==> src/rtl/scs8hd_latch_bank_wctl.sv <==
// Write sequencer for a bank of negative-enable D-latches: round-robin arbitration between two
// requesters, then a timed SETUP / OPEN / HOLD sequence on registered D and GATEN outputs.
module scs8hd_latch_bank_wctl #(
    parameter int WIDTH     = 8,
    parameter int DEPTH     = 4,
    parameter int AW        = 2,
    parameter int SETUP_CYC = 1,
    parameter int PULSE_CYC = 1,
    parameter int HOLD_CYC  = 1
) (
    input  logic             CLK,
    input  logic             RESET,
    input  logic             A_VALID,
    input  logic [AW-1:0]    A_ADDR,
    input  logic [WIDTH-1:0] A_DATA,
    output logic             A_READY,
    input  logic             B_VALID,
    input  logic [AW-1:0]    B_ADDR,
    input  logic [WIDTH-1:0] B_DATA,
    output logic             B_READY,
    output logic [WIDTH-1:0] LAT_D,
    output logic [DEPTH-1:0] LAT_GATEN,
    output logic             BUSY,
    output logic             ERR,
    output logic [1:0]       DBG_STATE
);

    // Handshake: a transfer happens on a rising edge where VALID & READY; READY is
    // combinational, only offered in IDLE outside reset, and never to both requesters.

    typedef enum logic [1:0] {
        S_IDLE  = 2'd0,
        S_SETUP = 2'd1,
        S_OPEN  = 2'd2,
        S_HOLD  = 2'd3
    } state_t;

    localparam int MAXC = (SETUP_CYC > PULSE_CYC)
                        ? ((SETUP_CYC > HOLD_CYC) ? SETUP_CYC : HOLD_CYC)
                        : ((PULSE_CYC > HOLD_CYC) ? PULSE_CYC : HOLD_CYC);
    localparam int CW   = (MAXC > 1) ? $clog2(MAXC) : 1;

    state_t           state_q, state_d;
    logic [CW-1:0]    cnt_q, cnt_d;
    logic             prio_q, prio_d;      // 0: A wins a tie, 1: B wins a tie
    logic [AW-1:0]    addr_q, addr_d;
    logic [WIDTH-1:0] lat_d_q, lat_d_d;
    logic [DEPTH-1:0] gaten_q, gaten_d;
    logic             err_q, err_d;

    logic             idle;
    logic             a_ready, b_ready, xfer, addr_ok;
    logic [AW-1:0]    sel_addr;
    logic [WIDTH-1:0] sel_data;
    logic [DEPTH-1:0] row_open_n;

    always_comb begin
        idle     = (state_q == S_IDLE);
        a_ready  = idle & ~RESET & A_VALID & (~B_VALID | ~prio_q);
        b_ready  = idle & ~RESET & B_VALID & (~A_VALID |  prio_q);
        xfer     = a_ready | b_ready;
        sel_addr = b_ready ? B_ADDR : A_ADDR;
        sel_data = b_ready ? B_DATA : A_DATA;
        addr_ok  = (32'(sel_addr) < DEPTH);
        row_open_n = '1;
        for (int i = 0; i < DEPTH; i++) begin
            row_open_n[i] = (addr_q != AW'(i));
        end
    end

    // Next-state logic. GATEN is rebuilt every cycle so it can only be low while OPEN.
    always_comb begin
        state_d = state_q;
        cnt_d   = cnt_q;
        prio_d  = prio_q;
        addr_d  = addr_q;
        lat_d_d = lat_d_q;
        gaten_d = '1;
        err_d   = 1'b0;
        case (state_q)
            S_IDLE: begin
                if (xfer) begin
                    prio_d = a_ready;
                    if (addr_ok) begin
                        state_d = S_SETUP;
                        cnt_d   = CW'(SETUP_CYC - 1);
                        addr_d  = sel_addr;
                        lat_d_d = sel_data;
                    end else begin
                        err_d = 1'b1;
                    end
                end
            end
            S_SETUP: begin
                if (cnt_q == '0) begin
                    state_d = S_OPEN;
                    cnt_d   = CW'(PULSE_CYC - 1);
                    gaten_d = row_open_n;
                end else begin
                    cnt_d = cnt_q - 1'b1;
                end
            end
            S_OPEN: begin
                if (cnt_q == '0) begin
                    state_d = S_HOLD;
                    cnt_d   = CW'(HOLD_CYC - 1);
                end else begin
                    cnt_d   = cnt_q - 1'b1;
                    gaten_d = row_open_n;
                end
            end
            S_HOLD: begin
                if (cnt_q == '0) begin
                    state_d = S_IDLE;
                end else begin
                    cnt_d = cnt_q - 1'b1;
                end
            end
            default: state_d = S_IDLE;
        endcase
    end

    always_ff @(posedge CLK) begin
        if (RESET) begin
            state_q <= S_IDLE;
            cnt_q   <= '0;
            prio_q  <= 1'b0;
            addr_q  <= '0;
            lat_d_q <= '0;
            gaten_q <= '1;
            err_q   <= 1'b0;
        end else begin
            state_q <= state_d;
            cnt_q   <= cnt_d;
            prio_q  <= prio_d;
            addr_q  <= addr_d;
            lat_d_q <= lat_d_d;
            gaten_q <= gaten_d;
            err_q   <= err_d;
        end
    end

    assign A_READY   = a_ready;
    assign B_READY   = b_ready;
    assign LAT_D     = lat_d_q;
    assign LAT_GATEN = gaten_q;
    assign BUSY      = ~idle;
    assign ERR       = err_q;
    assign DBG_STATE = state_q;

endmodule

==> config.mk <==
export PLATFORM = sky130hd
export DESIGN_NAME = scs8hd_latch_bank_wctl
export DESIGN_NICKNAME = d
export VERILOG_FILES = /design/src/rtl/scs8hd_latch_bank_wctl.sv
export SDC_FILE = /design/constraint.sdc
export NUM_CORES = 1
export LEC_CHECK = 0
export BUFFER_PORTS_ARGS = -buffer_cell sky130_fd_sc_hd__buf_2
export CORE_MARGIN = 2
export CORE_UTILIZATION = 33
export DETAILED_ROUTE_END_ITERATION = 6
export HOLD_SLACK_MARGIN = 0.02
export PLACE_DENSITY_LB_ADDON = 0.25
export REMOVE_ABC_BUFFERS = 1
export SLEW_MARGIN = 20
export SYNTH_ARGS = -nofsm -noshare
export SYNTH_HDL_FRONTEND = slang
export SYNTH_SLANG_ARGS = --single-unit
==> constraint.sdc <==
create_clock -name CLK -period 3 [get_ports CLK]
set_clock_uncertainty 0.2 [all_clocks]
set_input_delay 0.3 -clock CLK [delete_from_list [all_inputs] [get_ports CLK]]
set_output_delay 0.3 -clock CLK [all_outputs]
set_load 0.03 [all_outputs]
==> flow_summary.yaml, run 1 <==
clock_tree:
  cts_buffers: 3
  tritoncts: "built"
  ctsLongestPathBuffers: 2
  cts.clk_slew.worst_paths_ps: 100
  cts.htree.levels: 1
  postCtsSetupBuffers: 0
  holdBufCountCts: 0
  clk_latency_ps: 290
  clock-sinks: 17
  cts-resized-gates: 0
  root_buffer: "clkbuf_4"
logic_synthesis:
  yosys.area_share.adder: 0.05797
  yosys.cell_types.count: 24
  post_synth_xor_area_fraction: 0
  syn_area_sq_um: 863.3
  ys_ff_latch: 17
  yosysTopAreaCell: "dfxtp_1"
  syn_inst: 99
  synthMuxAreaShare: 0.01159
  synth_area_leaders: "dfxtp_1 (39%), a311oi_2 (16%), nand2_1 (11%)"
  synth_top_area_share: 0.3942
  yosysSeqAreaShare: 0.3942
  synthSimpleGateAreaFrac: 0.2246
  syn_avg_cell_area_sq_um: 8.720
  synth_top_family_by_area: "simple AND/OR/NAND/NOR gates"
  synth_warnings: 0
  synth-compound-area-share: 0.2203
route:
  drt_wl_total_um: 1790
  via_per_inst: 4.719
  drt-initial-drc-count: 7
  post_drt_wl_per_cell_um: 10.72
  vias: 788
  drc: 0
  first_pass_iters: 4
  ant_nets: 0
finish:
  finalInstanceArea_sq_um: 1086
  layout-drive-gt1-share: 0.4234
  final_util: 0.4384
  fill_cells: 274
  diodes: 0
  finalNonFillerCells: 167
  nets: 166
  synthToLayoutAreaGrowth_pct: 25.80
worst_setup_path:
  start_kind: "flip-flop"
  crit_arrival_ps: 1790
  cp-end-kind: "output pin"
  timing.rr.end: "LAT_D[0]$_SDFFE_PP0P_"
  crit_start: "DBG_STATE[0]$_SDFFE_PP0P_"
  ff2ff_path_depth: 7
  crit_type: "reg -> out"
  critPathRequiredTime_ps: 2500
  crit_path_max_fanout: 12
  reg2reg_from: "DBG_STATE[0]$_SDFFE_PP0P_"
  critPathCapture: "B_READY"
  reg2reg_slack_ps: 1090
die:
  die_w_um: 55.15
  io_pins: 42
  core_sq_um: 2477
  placementRows: 18
  fp.dieH_um: 55.15
  die_area_sq_um: 3042
  initial_core_util: 0.3485
placement:
  dpl_worst_slack_ps: 1011
  placedCellCount: 163
  place.gp.congestion: 0.7129
  placed_cell_area_sq_um: 1060
  port_buffers: 40
  dp_hpwl_um: 1373
power:
  leakage_nw: 0.5093
  finalPower_mw: 1.080
  powerDensity_nw_per_um2: 994.7
  worst_ir_drop_vdd_mv: 0.5741
timing:
  setup_tns_ps: 0
  rsz0062_at_grt: "false"
  setup_ws_ps: 712.0
  hold_violations: 0
  holdWs_ps: 77.65
  period_needed_ps: 2288
  fmax_mhz: 437.1
  fin_crit_sh: 0.7627
  setup_violations: 0
  maxSlewViolCount: 0
global_route:
  antenna_found_initial: 0
  gr-total-overflow: 0
  grt_pass1_wl_um: 2939
  grt_pass1_vias: 721
  groute.usage.overall: 0.1359
  grt_max_degree: 21
worst_hold_path:
  min_path_type: "in -> reg"
flow_run:
  maxCapViolations: 0
status:
  status: "finished, final reports clean"
metal layers:
metal,vias to the layer above,part of all wire,global-route usage
li1,403,-,-
met1,354,0.42,0.1522
met2,31,0.49,0.2421
met3,0,0.091,0.05645
met4,0,0,0.02439
met5,-,0,0
layout by cell type (no fill, tap or decap), drive strengths merged, types with 4 or more instances in the layout:
cell type   n
dfxtp      17
inv         7
a311oi     10
nor2       14
buf        41
ha          4
clkbuf      4
nand2      25
o21ai       5
synth_stat cells, drive strengths merged:
cell type and count:
nor2b 1, clkbuf 1, ha 4, nor3 1, nand2b 1, nand2 25, inv 7, a311oi 10
o21ai 5, a211oi 1, a21oi 1, dfxtp 17, conb 1, nor3b 1, buf 6, nor2 14
a31o 1, nand3 1, mux2i 1
power breakdown:
group	internal (mW)	switching, mW
combinational	0.209	0.399
sequential	0.308	0.0410
clock	0.0517	0.0711
cells by family (layout without fill, tap and decap cells):
family | after synthesis | in the layout
multiplexers | 1 | 1
AO/OA/AOI/OAI | 18 | 18
buffers and inverters | 14 | 52
flip-flops | 17 | 17
other | 1 | 1
AND/OR/NAND/NOR | 44 | 44
adder cells (fa/ha/maj) | 4 | 4
state kept, by name, summed over array words and instances (netlist names):
name	count
LAT_GATEN	4
addr_q	2
DBG_STATE	2
prio_q	1
LAT_D	8
worst max-delay path: stages (launching register included):
cell     delay (ps)
dfxtp_1         350
inv_1           110
ha_1            200
nor2b_4         160
nand3_2         220
inv_2           230
buf_2           230
how the worst min path moves through the flow:
stage	start	endpoint	slack, ps	cells past startpoint
floorplan	RESET	LAT_D[0]$_SDFFE_PP0P_	170	1
global placement	prio_q$_SDFFE_PP0P_	prio_q$_SDFFE_PP0P_	280	1
detailed placement	prio_q$_SDFFE_PP0P_	prio_q$_SDFFE_PP0P_	300	1
CTS	A_DATA[6]	LAT_D[6]$_SDFFE_PP0P_	70	3
global route	B_DATA[6]	LAT_D[6]$_SDFFE_PP0P_	50	3
finish	A_DATA[6]	LAT_D[6]$_SDFFE_PP0P_	80	3
layout make-up:
| type | instances | area, sq um | area share |
|---|---|---|---|
| inverter | 7 | 26.28 | 0.02419 |
| sequential | 17 | 340.3 | 0.3134 |
| multi-input combinational | 68 | 447.9 | 0.4124 |
| timing repair buffer | 41 | 207.7 | 0.1912 |
| clock buffer | 4 | 26.28 | 0.02419 |
| tap | 30 | 37.54 | 0.03456 |
No activity file was read; power rests on OpenSTA's default activity.
==> inputs of run 2 (changes only) <==
--- a/config.mk
+++ b/config.mk
@@ -5,6 +5,7 @@
 export SDC_FILE = /design/constraint.sdc
 export NUM_CORES = 1
 export LEC_CHECK = 0
+export ABC_AREA = 1
 export BUFFER_PORTS_ARGS = -buffer_cell sky130_fd_sc_hd__buf_2
 export CORE_MARGIN = 2
 export CORE_UTILIZATION = 33
==> constraint.sdc (replaced) <==
create_clock -name CLK -period 2.32 [get_ports CLK]
set_clock_uncertainty 0.2 [all_clocks]
set_input_delay 0.232 -clock CLK [delete_from_list [all_inputs] [get_ports CLK]]
set_output_delay 0.232 -clock CLK [all_outputs]
set_load 0.03 [all_outputs]
==> flow_summary.yaml, run 2 <==
route:
  drt_wl_total_um: 2210
  vias: 1011
  ant_nets: 0
  drt-initial-drc-count: 13
  first_pass_iters: 4
  post_drt_wl_per_cell_um: 10.63
  via_per_inst: 4.861
  drc: 0
logic_synthesis:
  ys_ff_latch: 17
  yosysSeqAreaShare: 0.3661
  yosys.cell_types.count: 19
  syn_inst: 136
  synth_most_common_cell: "inv_1"
  synth_warnings: 0
  synth_area_leaders: "dfxtp_1 (37%), inv_1 (12%), nand3_1 (11%)"
  synth_edf_count: 0
  yosysTopAreaCell: "dfxtp_1"
  ys.flop_type: "dfxtp_1"
  syn_avg_cell_area_sq_um: 6.836
  synth_top_area_share: 0.3661
  yosys-top-cells-count: "inv_1 (29), nand3_1 (21), nand2_1 (20)"
  syn_area_sq_um: 929.6
  async_reset_ff_frac: 0
clock_tree:
  cts.clk_slew.worst_paths_ps: 100
  clock-sinks: 17
  root_buffer: "clkbuf_4"
  tritoncts: "built"
  cts_buffers: 3
  clk_latency_ps: 290
  holdBufCountCts: 0
  cts.htree.levels: 1
  ctsLongestPathBuffers: 2
flow_run:
  maxCapViolations: 0
worst_setup_path:
  reg2reg_slack_ps: 380
  crit_path_max_fanout: 14
  start_kind: "flip-flop"
  cpMostUsedCell: "inv_1"
  crit_arrival_ps: 1750
  crit_start: "DBG_STATE[1]$_SDFFE_PP0P_"
  cpMaxStageDelayCell: "dfxtp_1"
  critPathRequiredTime_ps: 1890
  critPathCapture: "B_READY"
  ff2ff_path_depth: 9
  path_cells: "inv_1 > ha_1 > inv_1 > nor2_4 > nand3_4 > inv_2 > buf_2"
  reg2reg_from: "DBG_STATE[1]$_SDFFE_PP0P_"
  crit_type: "reg -> out"
  slowest_delay_ps: 350
  timing.rr.end: "LAT_D[0]$_SDFFE_PP0P_"
  cp-end-kind: "output pin"
die:
  core_sq_um: 2710
  fp.dieH_um: 57.08
  placementRows: 19
  die_w_um: 57.08
  die_area_sq_um: 3258
  io_pins: 42
  initial_core_util: 0.3430
global_route:
  antenna_found_initial: 0
  grt_pass1_wl_um: 3850
  grt_pass1_vias: 910
  grt_max_degree: 15
  groute.usage.overall: 0.1493
  gr-total-overflow: 0
finish:
  fill_cells: 301
  diodes: 0
  synthToLayoutAreaGrowth_pct: 29.74
  finalInstanceArea_sq_um: 1206
  layout-drive-gt1-share: 0.2994
  nets: 206
  most-common-layout-cells: "buf_2 (40), inv_1 (29), nand3_1 (21)"
  largest_reg_flops: 8
  finalNonFillerCells: 208
  mostFrequentLayoutCell: "buf_2"
placement:
  placed_cell_area_sq_um: 1135
  port_buffers: 40
  dpl_worst_slack_ps: 243.1
  dp_hpwl_um: 1624
  place.gp.congestion: 0.7251
  placedCellCount: 200
power:
  worst_ir_drop_vdd_mv: 0.5834
  leakage_nw: 0.6546
  powerDensity_nw_per_um2: 1026
  finalPower_mw: 1.238
timing:
  hold_violations: 0
  setup_violations: 0
  fmax_mhz: 457.7
  holdWs_ps: 88.39
  maxSlewViolCount: 0
  period_needed_ps: 2185
  setup_ws_ps: 135.4
  fin_crit_sh: 0.9416
status:
  status: "finished, final reports clean"
worst_hold_path:
  min_path_type: "in -> reg"
run 2: cell types whose count changed after synthesis, moves of 2 or more:
cell      previous run  this run
a21oi_1              1        10
a311oi_2             9         0
buf_6                2         0
clkbuf_1             1         3
inv_1                6        29
nand2_1             25        20
nand3_1              0        21
nand4_1              0        10
nor2_1              14         5
run 2: how the worst min path moves through the flow:
stage / start / end / slack, ps / depth (start not counted)
2_1_floorplan: RESET / LAT_D[0]$_SDFFE_PP0P_ / 100 / 1
3_3_place_gp: prio_q$_SDFFE_PP0P_ / prio_q$_SDFFE_PP0P_ / 270 / 2
3_5_place_dp: LAT_D[5]$_SDFFE_PP0P_ / LAT_D[5]$_SDFFE_PP0P_ / 280 / 2
4_1_cts: A_DATA[0] / LAT_D[0]$_SDFFE_PP0P_ / 80 / 5
5_1_grt: A_DATA[1] / LAT_D[1]$_SDFFE_PP0P_ / 110 / 5
6_report: A_DATA[5] / LAT_D[5]$_SDFFE_PP0P_ / 90 / 5
run 2: per-stage QoR:
stage | setup TNS (ps) | util
floorplan | 0 | -
global placement | 0 | 0.4187
detailed placement | 0 | 0.4187
CTS | -26.58 | 0.4284
global route | -3.126 | 0.4451
finish | 0 | 0.4451
run 2: per-layer routing:
metal / vias up / global-route usage / part of all wire
met3: 8 / 0.04989 / 0.066
met1: 450 / 0.1707 / 0.42
met5: - / 0 / 0
li1: 516 / - / -
met2: 37 / 0.2611 / 0.50
met4: 0 / 0.04983 / 0.015
run 2: timing repair:
action / CTS / global route
pin swaps: 0 / 2
resized for setup: 0 / 2
setup endpoints to repair: 2 / 4
setup buffers: 0 / 4
run 2: logic make-up (layout without fill, tap and decap cells):
logic type      Yosys count  count (layout)  share of synthesized area
other cells               1               1                   0.004034
buf+inv                  38              79                     0.1655
flops                    17              17                     0.3661
simple gates             61              61                     0.3271
fa+ha+maj                 4               4                    0.05384
compound gates           15              15                    0.08345
run 2: worst max-delay path, delay by kind of cell (launching register included):
kind	cells	cell delay (ps)
fa+ha+maj	1	180
flops	1	350
simple gates	2	440
buf+inv	4	490
run 2: where the power goes:
group	internal [mW]	leakage, nW	switching, mW
clock	0.0668	0.0150	0.0926
combinational	0.211	0.500	0.450
sequential	0.378	0.140	0.0401
run 2: final cells by class:
type	instances	area [sq um]	share of cell area
multi-input combinational	81	450.4	0.3734
tap	31	38.79	0.03216
sequential	17	340.3	0.2822
clock buffer	4	26.28	0.02178
timing repair buffer	45	237.7	0.1971
inverter	30	112.6	0.09336
==> inputs of run 3 (changes only) <==
--- a/config.mk
+++ b/config.mk
@@ -11,7 +11,9 @@
 export CORE_UTILIZATION = 33
 export DETAILED_ROUTE_END_ITERATION = 6
 export HOLD_SLACK_MARGIN = 0.02
-export PLACE_DENSITY_LB_ADDON = 0.25
+export MAX_ROUTING_LAYER = met4
+export PLACE_DENSITY_LB_ADDON = 0.1
+export RECOVER_POWER = 25
 export REMOVE_ABC_BUFFERS = 1
 export SLEW_MARGIN = 20
 export SYNTH_ARGS = -nofsm -noshare
==> flow_summary.yaml, run 3 (synthesized netlist as in run 2, its figures left out) <==
route:
  vias: 985
  drt_wl_total_um: 2204
  drt-initial-drc-count: 26
  post_drt_wl_per_cell_um: 10.45
  drc: 0
  via_per_inst: 4.668
  ant_nets: 0
  first_pass_iters: 4
worst_setup_path:
  crit_type: "reg -> out"
  cp-end-kind: "output pin"
  crit_arrival_ps: 1730
  start_kind: "flip-flop"
  critPathRequiredTime_ps: 1890
  reg2reg_slack_ps: 300
  ff2ff_path_depth: 10
  timing.rr.end: "LAT_D[4]$_SDFFE_PP0P_"
  reg2reg_from: "DBG_STATE[0]$_SDFFE_PP0P_"
  crit_path_max_fanout: 8
finish:
  seq_area_sq_um: 340.3
  mostFrequentLayoutCell: "buf_2"
  diodes: 0
  multi_input_area_sq_um: 450.4
  fill_cells: 307
  most-common-layout-cells: "buf_2 (32), inv_1 (29), nand3_1 (21)"
  synthToLayoutAreaGrowth_pct: 31.22
  layout-drive-gt1-share: 0.2722
  nets: 209
  largest_reg_flops: 8
global_route:
  grt_pass1_vias: 877
  gr-total-overflow: 0
  grt_pass1_wl_um: 3539
  groute.usage.overall: 0.1418
  antenna_found_initial: 0
  grt_max_degree: 19
die:
  fp.dieH_um: 57.08
  initial_core_util: 0.3430
  io_pins: 42
  core_sq_um: 2710
  placementRows: 19
  die_w_um: 57.08
  die_area_sq_um: 3258
timing:
  fin_crit_sh: 0.9316
  setup_violations: 0
  fmax_mhz: 462.7
  setup_tns_ps: 0
  hold_violations: 0
  maxSlewViolCount: 0
  rsz0062_at_grt: "true"
  period_needed_ps: 2161
clock_tree:
  clk_latency_ps: 300
  tritoncts: "built"
  clock-sinks: 17
  root_buffer: "clkbuf_4"
  cts_buffers: 3
  ctsLongestPathBuffers: 2
  cts.htree.levels: 1
  cts.clk_slew.worst_paths_ps: 110
power:
  worst_ir_drop_vdd_mv: 0.5678
  finalPower_mw: 1.241
  leakage_nw: 0.6465
  powerDensity_nw_per_um2: 1017
worst_hold_path:
  hp-start: "A_DATA[2]"
  holdPathStages: 5
  min_path_type: "in -> reg"
  hold_end: "LAT_D[2]$_SDFFE_PP0P_"
flow_run:
  maxCapViolations: 0
placement:
  port_buffers: 40
  place.gp.congestion: 0.7617
  dp_hpwl_um: 1570
status:
  status: "finished, final reports clean"
[run 3: cell count changes in the layout (fill, tap and decap cells not counted), sizes merged]
| cell | before | now |
|---|---|---|
| buf | 45 | 40 |
| clkbuf | 4 | 11 |
| clkinv | 0 | 1 |
[run 3: worst max path at each step]
stage / depth (start not counted) / slack (ps) / from / end
finish: 8 / 160 / DBG_STATE[0]$_SDFFE_PP0P_ / A_READY
global route: 7 / -20 / DBG_STATE[0]$_SDFFE_PP0P_ / B_READY
CTS: 7 / 9 / DBG_STATE[0]$_SDFFE_PP0P_ / B_READY
detailed placement: 9 / 230 / DBG_STATE[0]$_SDFFE_PP0P_ / LAT_D[4]$_SDFFE_PP0P_
global placement: 9 / 290 / DBG_STATE[0]$_SDFFE_PP0P_ / LAT_D[5]$_SDFFE_PP0P_
floorplan: 8 / 160 / DBG_STATE[0]$_SDFFE_PP0P_ / DBG_STATE[0]$_SDFFE_PP0P_
[run 3: metrics by stage]
| stage | util | cell area (sq um) | hold WS, ps | cells | setup slack [ps] |
|---|---|---|---|---|---|
| 2_1_floorplan | - | 888.4 | 101.1 | 128 | 159.0 |
| 3_3_place_gp | 0.4243 | 1150 | 277.0 | 202 | 292.3 |
| 3_5_place_dp | 0.4243 | 1150 | 276.5 | 202 | 225.6 |
| 4_1_cts | 0.4372 | 1185 | 72.44 | 206 | 8.869 |
| 5_1_grt | 0.4501 | 1220 | 86.68 | 211 | -16.68 |
| 6_report | 0.4501 | 1220 | 75.92 | 211 | 158.8 |
[run 3: power breakdown]
| group | internal, mW | switching [mW] |
|---|---|---|
| logic | 0.205 | 0.450 |
| registers | 0.378 | 0.0408 |
| clock network | 0.0643 | 0.104 |
| total | 0.647 | 0.594 |
[run 3: timing repair]
action / in CTS / in global routing
endpoints found under the setup margin: 1 / 5
resized for setup: 1 / 1
buffers inserted: 0 / 5
hold buffers: 0 / 0
pin swaps: 0 / 1
[run 3: per-layer routing]
| layer | vias to the layer above | wire (um) | track usage |
|---|---|---|---|
| met2 | 34 | 1053 | 0.2365 |
| met1 | 429 | 1004 | 0.1650 |
| li1 | 520 | - | - |
| met4 | 0 | 14 | 0.03322 |
| met5 | - | 0 | - |
| met3 | 2 | 131 | 0.04762 |
[run 3: critical path, cell delays in order, from the launching register on]
cell and delay, ps:
dfxtp_1 350, inv_1 110, ha_1 180, inv_1 80, nor2_4 170, buf_4 180
nand3_4 110, inv_1 60, buf_2 180
[run 3: layout make-up]
class | instances | area share
Multi-Input combinational cell | 81 | 0.3692
Sequential cell | 17 | 0.2790
Timing Repair Buffer | 48 | 0.2051
Inverter | 30 | 0.09231
Tap cell | 31 | 0.03179
Clock buffer | 3 | 0.01846
Clock inverter | 1 | 0.004103
